File: config.mk
export PLATFORM = sky130hd
export DESIGN_NAME = uart_receiver
export DESIGN_NICKNAME = d
export VERILOG_FILES = /design/src/rtl/uart_receiver_pkg.sv /design/src/rtl/uart_receiver_parity.sv /design/src/rtl/uart_receiver.sv
export SDC_FILE = /design/constraint.sdc
export NUM_CORES = 1
export LEC_CHECK = 0
export ABC_AREA = 1
export CORE_MARGIN = 2
export CORE_UTILIZATION = 25
export CTS_CLUSTER_SIZE = 25
export DETAILED_ROUTE_END_ITERATION = 10
export PLACE_DENSITY_LB_ADDON = 0.12
export SKIP_LAST_GASP = 1
export SYNTH_ARGS = -nofsm -noshare
export SYNTH_HDL_FRONTEND = slang
export SYNTH_SLANG_ARGS = --single-unit
File: constraint.sdc
create_clock -name clk_i -period 3.5 [get_ports clk_i]
set_clock_uncertainty 0.2 [all_clocks]
set_input_delay 0.7 -clock clk_i [delete_from_list [all_inputs] [get_ports clk_i]]
set_output_delay 0.7 -clock clk_i [all_outputs]
set_load 0.02 [all_outputs]
File: src/rtl/uart_receiver_pkg.sv
// uart_receiver_pkg: shared encodings for the UART receive path.
package uart_receiver_pkg;
    localparam logic [2:0] ST_IDLE   = 3'd0;
    localparam logic [2:0] ST_START  = 3'd1;
    localparam logic [2:0] ST_DATA   = 3'd2;
    localparam logic [2:0] ST_PARITY = 3'd3;
    localparam logic [2:0] ST_STOP   = 3'd4;
    localparam logic PAR_ODD  = 1'b0;
    localparam logic PAR_EVEN = 1'b1;
    localparam logic STOP_ONE = 1'b0;
    localparam logic STOP_TWO = 1'b1;
endpackage

File: src/rtl/uart_receiver_parity.sv
// uart_parity_bit_compute: running parity over the data bits of one frame.
module uart_parity_bit_compute
    import uart_receiver_pkg::*;
(
    input  logic clk_i,
    input  logic rstn_i,
    input  logic soft_rst_i,
    input  logic valid_i,
    input  logic data_i,
    input  logic mode_i,
    output logic parity_o
);
    logic acc_q, acc_d;

    assign acc_d    = soft_rst_i ? 1'b0 : acc_q ^ (valid_i & data_i);
    assign parity_o = (mode_i == PAR_EVEN) ? acc_q : ~acc_q;

    always_ff @(posedge clk_i or negedge rstn_i) begin
        if (!rstn_i) acc_q <= 1'b0;
        else         acc_q <= acc_d;
    end
endmodule

File: src/rtl/uart_receiver.sv
// uart_receiver: mid-bit sampling UART deserialiser with runtime parity/stop-bit
// configuration, one-cycle valid pulse with parity and framing error flags.
module uart_receiver
    import uart_receiver_pkg::*;
#(
    parameter int DIV_SIZE  = 16,
    parameter int DATA_UART = 8
) (
    input  logic                 clk_i,
    input  logic                 rstn_i,
    input  logic                 en_i,
    input  logic                 stop_bits_i,
    input  logic                 parity_bit_i,
    input  logic                 parity_bit_mode_i,
    input  logic [DIV_SIZE-1:0]  baud_div_i,
    input  logic                 rx_i,
    output logic [DATA_UART-1:0] rx_data_o,
    output logic                 rx_valid_o,
    output logic                 parity_err_o,
    output logic                 frame_err_o,
    output logic                 busy_o
);
    localparam int BW = $clog2(DATA_UART + 1);

    logic                 rx_meta_q, rx_s, rx_q;
    logic [2:0]           state_q, state_d;
    logic [DIV_SIZE-1:0]  cnt_q, cnt_d;
    logic [BW-1:0]        bit_cnt_q, bit_cnt_d;
    logic                 stop_cnt_q, stop_cnt_d;
    logic [DATA_UART-1:0] shift_q, shift_d, data_q, data_d;
    logic                 par_pend_q, par_pend_d, frm_pend_q, frm_pend_d;
    logic                 valid_q, valid_d, perr_q, perr_d, ferr_q, ferr_d;
    logic                 tick, par_exp;

    assign tick         = cnt_q == baud_div_i;
    assign busy_o       = state_q != ST_IDLE;
    assign rx_data_o    = data_q;
    assign rx_valid_o   = valid_q;
    assign parity_err_o = perr_q;
    assign frame_err_o  = ferr_q;

    uart_parity_bit_compute u_parity (
        .clk_i      (clk_i),
        .rstn_i     (rstn_i),
        .soft_rst_i (state_q == ST_IDLE),
        .valid_i    (state_q == ST_DATA && tick),
        .data_i     (rx_s),
        .mode_i     (parity_bit_mode_i),
        .parity_o   (par_exp)
    );

    always_comb begin
        state_d    = state_q;
        cnt_d      = cnt_q + 1'b1;
        bit_cnt_d  = bit_cnt_q;
        stop_cnt_d = stop_cnt_q;
        shift_d    = shift_q;
        data_d     = data_q;
        par_pend_d = par_pend_q;
        frm_pend_d = frm_pend_q;
        valid_d    = 1'b0;
        perr_d     = perr_q;
        ferr_d     = ferr_q;
        case (state_q)
            ST_IDLE: begin
                cnt_d      = '0;
                bit_cnt_d  = '0;
                stop_cnt_d = 1'b0;
                // Edge-triggered so a line held low (break) never retriggers
                if (en_i && rx_q && !rx_s) state_d = ST_START;
            end
            ST_START: if (cnt_q == (baud_div_i >> 1)) begin
                cnt_d   = '0;
                state_d = rx_s ? ST_IDLE : ST_DATA;
            end
            ST_DATA: if (tick) begin
                cnt_d     = '0;
                shift_d   = {rx_s, shift_q[DATA_UART-1:1]};
                bit_cnt_d = bit_cnt_q + 1'b1;
                if (bit_cnt_q == BW'(DATA_UART - 1)) begin
                    bit_cnt_d = '0;
                    state_d   = parity_bit_i ? ST_PARITY : ST_STOP;
                end
            end
            ST_PARITY: if (tick) begin
                cnt_d      = '0;
                par_pend_d = rx_s != par_exp;
                state_d    = ST_STOP;
            end
            ST_STOP: if (tick) begin
                cnt_d      = '0;
                stop_cnt_d = ~stop_cnt_q;
                frm_pend_d = frm_pend_q | ~rx_s;
                if (stop_cnt_q == (stop_bits_i == STOP_TWO)) begin
                    state_d    = ST_IDLE;
                    stop_cnt_d = 1'b0;
                    valid_d    = 1'b1;
                    data_d     = shift_q;
                    perr_d     = par_pend_q & parity_bit_i;
                    ferr_d     = frm_pend_q | ~rx_s;
                    par_pend_d = 1'b0;
                    frm_pend_d = 1'b0;
                end
            end
            default: begin
                state_d    = ST_IDLE;
                cnt_d      = '0;
                bit_cnt_d  = '0;
                stop_cnt_d = 1'b0;
                par_pend_d = 1'b0;
                frm_pend_d = 1'b0;
                perr_d     = 1'b0;
                ferr_d     = 1'b0;
            end
        endcase
    end

    always_ff @(posedge clk_i or negedge rstn_i) begin
        if (!rstn_i) begin
            rx_meta_q  <= 1'b1;
            rx_s       <= 1'b1;
            rx_q       <= 1'b1;
            state_q    <= ST_IDLE;
            cnt_q      <= '0;
            bit_cnt_q  <= '0;
            stop_cnt_q <= 1'b0;
            shift_q    <= '0;
            data_q     <= '0;
            par_pend_q <= 1'b0;
            frm_pend_q <= 1'b0;
            valid_q    <= 1'b0;
            perr_q     <= 1'b0;
            ferr_q     <= 1'b0;
        end else begin
            rx_meta_q  <= rx_i;
            rx_s       <= rx_meta_q;
            rx_q       <= rx_s;
            state_q    <= state_d;
            cnt_q      <= cnt_d;
            bit_cnt_q  <= bit_cnt_d;
            stop_cnt_q <= stop_cnt_d;
            shift_q    <= shift_d;
            data_q     <= data_d;
            par_pend_q <= par_pend_d;
            frm_pend_q <= frm_pend_d;
            valid_q    <= valid_d;
            perr_q     <= perr_d;
            ferr_q     <= ferr_d;
        end
    end
endmodule

==> results of run 1 <==
## sequential cells by signal, indices dropped and copies added, names as in the netlist
register	flops
bit_cnt_q	4
cnt_q	16
frame_err_o	1
frm_pend_q	1
par_pend_q	1
parity_err_o	1
rx_data_o	8
rx_meta_q	1
rx_q	1
rx_s	1
rx_valid_o	1
shift_q	8
state_q	3
stop_cnt_q	1
u_parity.acc_q	1
## Yosys cell counts (5+ instances only)
library cell  count
nor2_1           48
nor3_1            6
o21ai_1          12
a21oi_1           5
nand2_1         167
inv_2             7
inv_1            60
xnor2_1           5
o21ai_0          11
nand4_1           9
dfrtp_1          46
xor2_1           16
nor2_2           10
nand3_1          13
## power breakdown
part	switching (uW)	internal [uW]	leakage (uW)	total, uW
clock	236	276	0.0000767	511
combinational	346	167	0.000993	513
sequential	50.3	609	0.000664	659
## area by class of cell
cell class | instances | area (sq um) | area share
Timing Repair Buffer | 35 | 343 | 0.0943
Tap cell | 147 | 184 | 0.0506
Clock inverter | 3 | 28.8 | 0.00792
Inverter | 68 | 258 | 0.0709
Sequential cell | 49 | 1230 | 0.338
Clock buffer | 5 | 125 | 0.0344
Multi-Input combinational cell | 316 | 1470 | 0.403
## layer usage
layer	vias up	GRT usage	share of wire
met4	0	0.0301	0.011
met5	-	0	0
li1	1412	-	-
met1	1175	0.160	0.51
met2	30	0.196	0.45
met3	6	0.0239	0.027
## cells in the final DEF (no fill, tap or decap), types with 3 or more instances in the layout
cell type	n
dfrtp_1	46
inv_1	60
nor3_1	6
nor2_2	10
clkdlybuf4s50_1	33
o21ai_1	12
xnor2_1	5
inv_2	7
a21oi_1	5
nand2_1	167
nand3_1	13
o21ai_0	11
clkbuf_16	5
xor2_1	16
nand4_1	9
ha_1	3
dfstp_2	3
nor2_1	48
## logic make-up (layout without fill, tap and decap cells)
| family | Yosys count | count (layout) | synth area share |
|---|---|---|---|
| AND/OR/NAND/NOR | 260 | 260 | 0.357 |
| buffers and inverters | 75 | 111 | 0.107 |
| flip-flops | 49 | 49 | 0.407 |
| AO/OA/AOI/OAI | 32 | 32 | 0.0555 |
| XOR/XNOR | 21 | 21 | 0.0609 |
| adder cells (fa/ha/maj) | 3 | 3 | 0.0124 |
## worst max-delay path by stage
stage                             start  slack, ps        endpoint  cells past startpoint
after floorplan             stop_bits_i       1550      state_q[0]                      6
after global placement    baud_div_i[6]        670  u_parity.acc_q                     11
after detailed placement  baud_div_i[6]        640  u_parity.acc_q                     11
after CTS                    state_q[2]        850          busy_o                      3
after global routing      baud_div_i[6]        720  u_parity.acc_q                     11
final                        state_q[2]        860          busy_o                      3
## worst reg2reg max path, cell delays in order (launching register included)
cell and delay, ps:
dfrtp_1 470, ha_1 270, nand3_1 130, nor2_1 280, inv_1 80, nor2_1 150
nand3_1 120, o21ai_0 160, o21ai_0 100, nor2_1 90
## through the flow
stage               instance area [sq um]  cells  hold slack, ps  setup slack, ps   util
finish                               3630    623             154              857  0.305
global route                         3630    623             167              718  0.305
floorplan                            3020    440             145             1550      -
detailed placement                   3480    615             148              642  0.292
CTS                                  3630    623             160              845  0.305
global placement                     3480    615             149              667  0.292
==> out/results.ini, run 1 <==
[drt]
drc=0
viasPerCell=4.21
drtIter0Drc=105
firstDrtPassIters=4
ant_nets=0
routed_wl_um=7130
wl_per_cell_um=11.4
vias=2623

[synthesis]
synthArstFlopShare=1.00
yosys_warnings=0
synth_top_area_share=0.381
synth-seq-area-share=0.407
syn_area_sq_um=3020
ys_types=30
avgSynthCellArea_sq_um=6.86
synth_enable_flop_cells=0
yosys.area.top_type=dfrtp_1
yosys_register_bits=49
synth_flop_cell=dfrtp_1
syn_inst=440
synthesis.nets=466
synthTopCellsByArea=dfrtp_1 38%, nand2_1 21%, inv_1 7.5%, nor2_1 6.0%, xor2_1 4.6%

[layout]
synthToLayoutAreaGrowth_pct=20.4
diodes=0
final_nets=501
drive_gt1_frac=0.0777
fill_cells=1330

[pwr]
p_leak_uw=0.00173
finalPower_uw=1680
vdd_drop_max_mv=0.174
power.density_nw_per_um2=463

[setup_path]
start_kind=flip-flop
ff2ff_path_depth=9
crit_path_max_incr_delay_ps=640
cp-end-kind=output port
worstPathBufferInverterCount=2
critical_path_class=reg2out
slowest_stage=clkdlybuf4s50_1
reg2reg_slack_ps=1400
cp_max_fo=9
critPathArrivalTime_ps=1740
path_cells=inv_1, nand2_1, clkdlybuf4s50_1
critPathRequiredTime_ps=2600
critPathTopFamily=buffers and inverters
r2r-start=cnt_q[0]
r2r_end=cnt_q[12]

[timing]
slew_viol_final=0
fin_setup_tns_ps=0
max-slew-margin-rel=0.664
fin_crit_sh=0.755
max_freq_mhz=378
setup_viol_count_final=0
hold_viol_final=0
grt_setup_unrepaired=false
tightest_slew_ps=500
period_needed_ps=2640

[floorplan]
start_util=0.253
core_sq_um=11900
dieArea_sq_um=13000
die_h_um=114
rows=40
io-pin-count=35
die_w_um=114

[cts]
clock_latency_ps=300
cts.sinks=49
postCtsHoldBufs=0
clock_tree.root_cell=clkbuf_16
cts_max_path_buffers=2
htree_levels=2
cts_made_buffers=5
ctsResizeCount=0
clkSlewWorstSetupHoldPaths_ps=70
post_cts_buffers=0
cts_tree=built

[placed_design]
io_buffers=34
dp_hpwl_um=5600
gp_congestion=0.794

[global_route]
grt_antenna_before_repair=0
grt_max_degree=32
grt-ovfl-total=0
grt_usage=0.119
grt_pass1_vias=2651
grt_pass1_wl_um=12400

[run]
max_cap_viol_count=0

[worst_hold_path]
hp-class=in2async

[run_status]
status=finished, final reports clean

Power figures use the tool's default switching activity.
==> inputs of run 2 (changes only) <==
- clock period: 3.5 -> 2.3 ns (I/O delays scaled with it)
==> out/results.ini, run 2 (synthesized netlist as in run 1, its figures left out) <==
[run_status]
status=finished, final reports clean  ; unchanged

[setup_path]
ff2ff_path_depth=9  ; unchanged
start_kind=flip-flop  ; unchanged
cp-end-kind=output port  ; unchanged
critical_path_class=reg2out  ; unchanged
critPathRequiredTime_ps=1640  ; was 2600 ps
critPathTopFamily=buffers and inverters  ; unchanged
worstPathBufferInverterCount=1  ; was 2
r2r_end=cnt_q[12]  ; unchanged
crit_path_max_incr_delay_ps=540  ; was 640 ps
path_cells=nor2_1, nand2_1, clkdlybuf4s50_1  ; was inv_1, nand2_1, clkdlybuf4s50_1
critPathArrivalTime_ps=1520  ; was 1740 ps
cp_max_fo=4  ; was 9
slowest_stage=clkdlybuf4s50_1  ; unchanged
r2r-start=cnt_q[0]  ; unchanged
reg2reg_slack_ps=320  ; was 1400 ps

[run]
max_cap_viol_count=0  ; unchanged

[layout]
finalNonFillerCells=636  ; was 623
layout_commonest_cell=nand2_1  ; unchanged
drive_gt1_frac=0.106  ; was 0.0777
most-common-layout-cells=165 x nand2_1, 60 x inv_1, 47 x nor2_1  ; was 167 x nand2_1, 60 x inv_1, 48 x nor2_1
diodes=0  ; unchanged
final_nets=514  ; was 501
largest_register_ffs=16  ; unchanged
synthToLayoutAreaGrowth_pct=25.2  ; was 20.4%
top_register=cnt_q  ; unchanged

[pwr]
power.density_nw_per_um2=699  ; was 463 nW/um^2
vdd_drop_max_mv=0.419  ; was 0.174 mV
p_leak_uw=0.00181  ; was 0.00173 uW
finalPower_uw=2640  ; was 1680 uW

[drt]
wl_per_cell_um=11.2  ; was 11.4 um
firstDrtPassIters=4  ; unchanged
drc=0  ; unchanged
viasPerCell=4.14  ; was 4.21
drtIter0Drc=95  ; was 105
vias=2633  ; was 2623
ant_nets=0  ; unchanged
routed_wl_um=7110  ; was 7130 um

[placed_design]
io_buffers=34  ; unchanged
dp_hpwl_um=5600  ; about the same
dp_cells=627  ; was 615
gp_congestion=0.807  ; was 0.794

[worst_hold_path]
hold-path-cell-count=0
hold_start=rx_meta_q
hold-path-endpoint=rx_s
hp-class=reg2reg  ; was in2async

[timing]
period_needed_ps=2180
hold_viol_final=0  ; unchanged
tightest_slew_ps=378  ; was 500 ps
slew_viol_final=0  ; unchanged
max-slew-margin-rel=0.746  ; was 0.664
setup_viol_count_final=0  ; unchanged
fin_crit_sh=0.947
grt_setup_unrepaired=false  ; unchanged
hold_slack_ps=163  ; was 154 ps
max_freq_mhz=459

[global_route]
grt_antenna_before_repair=0  ; unchanged
grt_max_degree=22  ; was 32
grt_pass1_wl_um=12600  ; was 12400 um
grt_usage=0.119  ; about the same
grt-ovfl-total=0  ; unchanged
grt_pass1_vias=2633  ; was 2651

[floorplan]
io-pin-count=35  ; unchanged
rows=40  ; unchanged
die_h_um=114  ; unchanged
die_w_um=114  ; unchanged
core_sq_um=11900  ; unchanged
dieArea_sq_um=13000  ; unchanged
start_util=0.253  ; unchanged

[cts]
clkSlewWorstSetupHoldPaths_ps=70  ; about the same
clock_tree.root_cell=clkbuf_16  ; unchanged
cts_made_buffers=5  ; unchanged
cts_max_path_buffers=2  ; unchanged
clock_latency_ps=290  ; was 300 ps
cts_tree=built  ; unchanged
cts.sinks=49  ; unchanged
htree_levels=2  ; unchanged

run 2: cell count changes in the layout (fill, tap and decap cells not counted):
| cell | delta |
|---|---|
| nand2_1 | -2 |
| dlygate4sd3_1 | +1 |
| inv_8 | -1 |
| inv_4 | -1 |
| buf_4 | +9 |
| inv_6 | +2 |
| buf_12 | +3 |
| nor2_2 | +1 |
| nand2_2 | +2 |
| nor2_1 | -1 |
run 2: metal layers:
metal / global-route usage / vias up / wire length (um)
met5: 0 / - / 0
met4: 0.0268 / 0 / 76
met3: 0.0202 / 6 / 156
met2: 0.190 / 25 / 3220
met1: 0.170 / 1170 / 3660
li1: - / 1432 / -
run 2: cell type report:
type / instances / area [sq um]
timing repair buffer: 48 / 480
fill: 1301 / 8130
tap: 147 / 184
multi-input combinational: 316 / 1470
clock inverter: 3 / 26.3
inverter: 68 / 260
sequential: 49 / 1230
clock buffer: 5 / 125
run 2: stage by stage:
stage	TNS (ps)	util	cell area (sq um)	setup WS, ps
5_1_grt	0	0.317	3780	1.94
3_5_place_dp	-5520	0.303	3610	-193
6_report	0	0.317	3780	123
3_3_place_gp	-4450	0.303	3610	-151
4_1_cts	0	0.316	3770	99.0
2_1_floorplan	0	-	3020	564
run 2: worst max path at each step:
stage / start / end / slack, ps / depth (start not counted)
after floorplan: cnt_q[0] / cnt_q[12] / 560 / 9
after global placement: baud_div_i[15] / cnt_q[13] / -150 / 12
after detailed placement: baud_div_i[6] / cnt_q[11] / -190 / 12
after CTS: baud_div_i[6] / cnt_q[14] / 100 / 12
after global routing: baud_div_i[12] / cnt_q[13] / 2 / 12
final: state_q[1] / busy_o / 120 / 3
run 2: repair_timing:
action,in CTS,in global routing
resized for setup,0,4
setup buffers,0,0
hold buffers,1,0
endpoints found under the setup margin,0,24
endpoints found under the hold margin,13,0
run 2: worst register-to-register path, stage by stage (launching register included):
cell and delay [ps]:
dfrtp_1 470, ha_1 260, nand3_1 130, nor2_1 160
inv_1 60, nor2_1 160, nand3_1 130, o21ai_0 150
o21ai_0 120, nor2_1 90
run 2: power breakdown:
group | total [uW] | internal [uW] | leakage [uW] | switching (uW)
registers | 997 | 927 | 0.000664 | 69.9
logic | 881 | 331 | 0.00107 | 549
clock network | 765 | 416 | 0.0000752 | 350
total | 2640 | 1670 | 0.00181 | 969
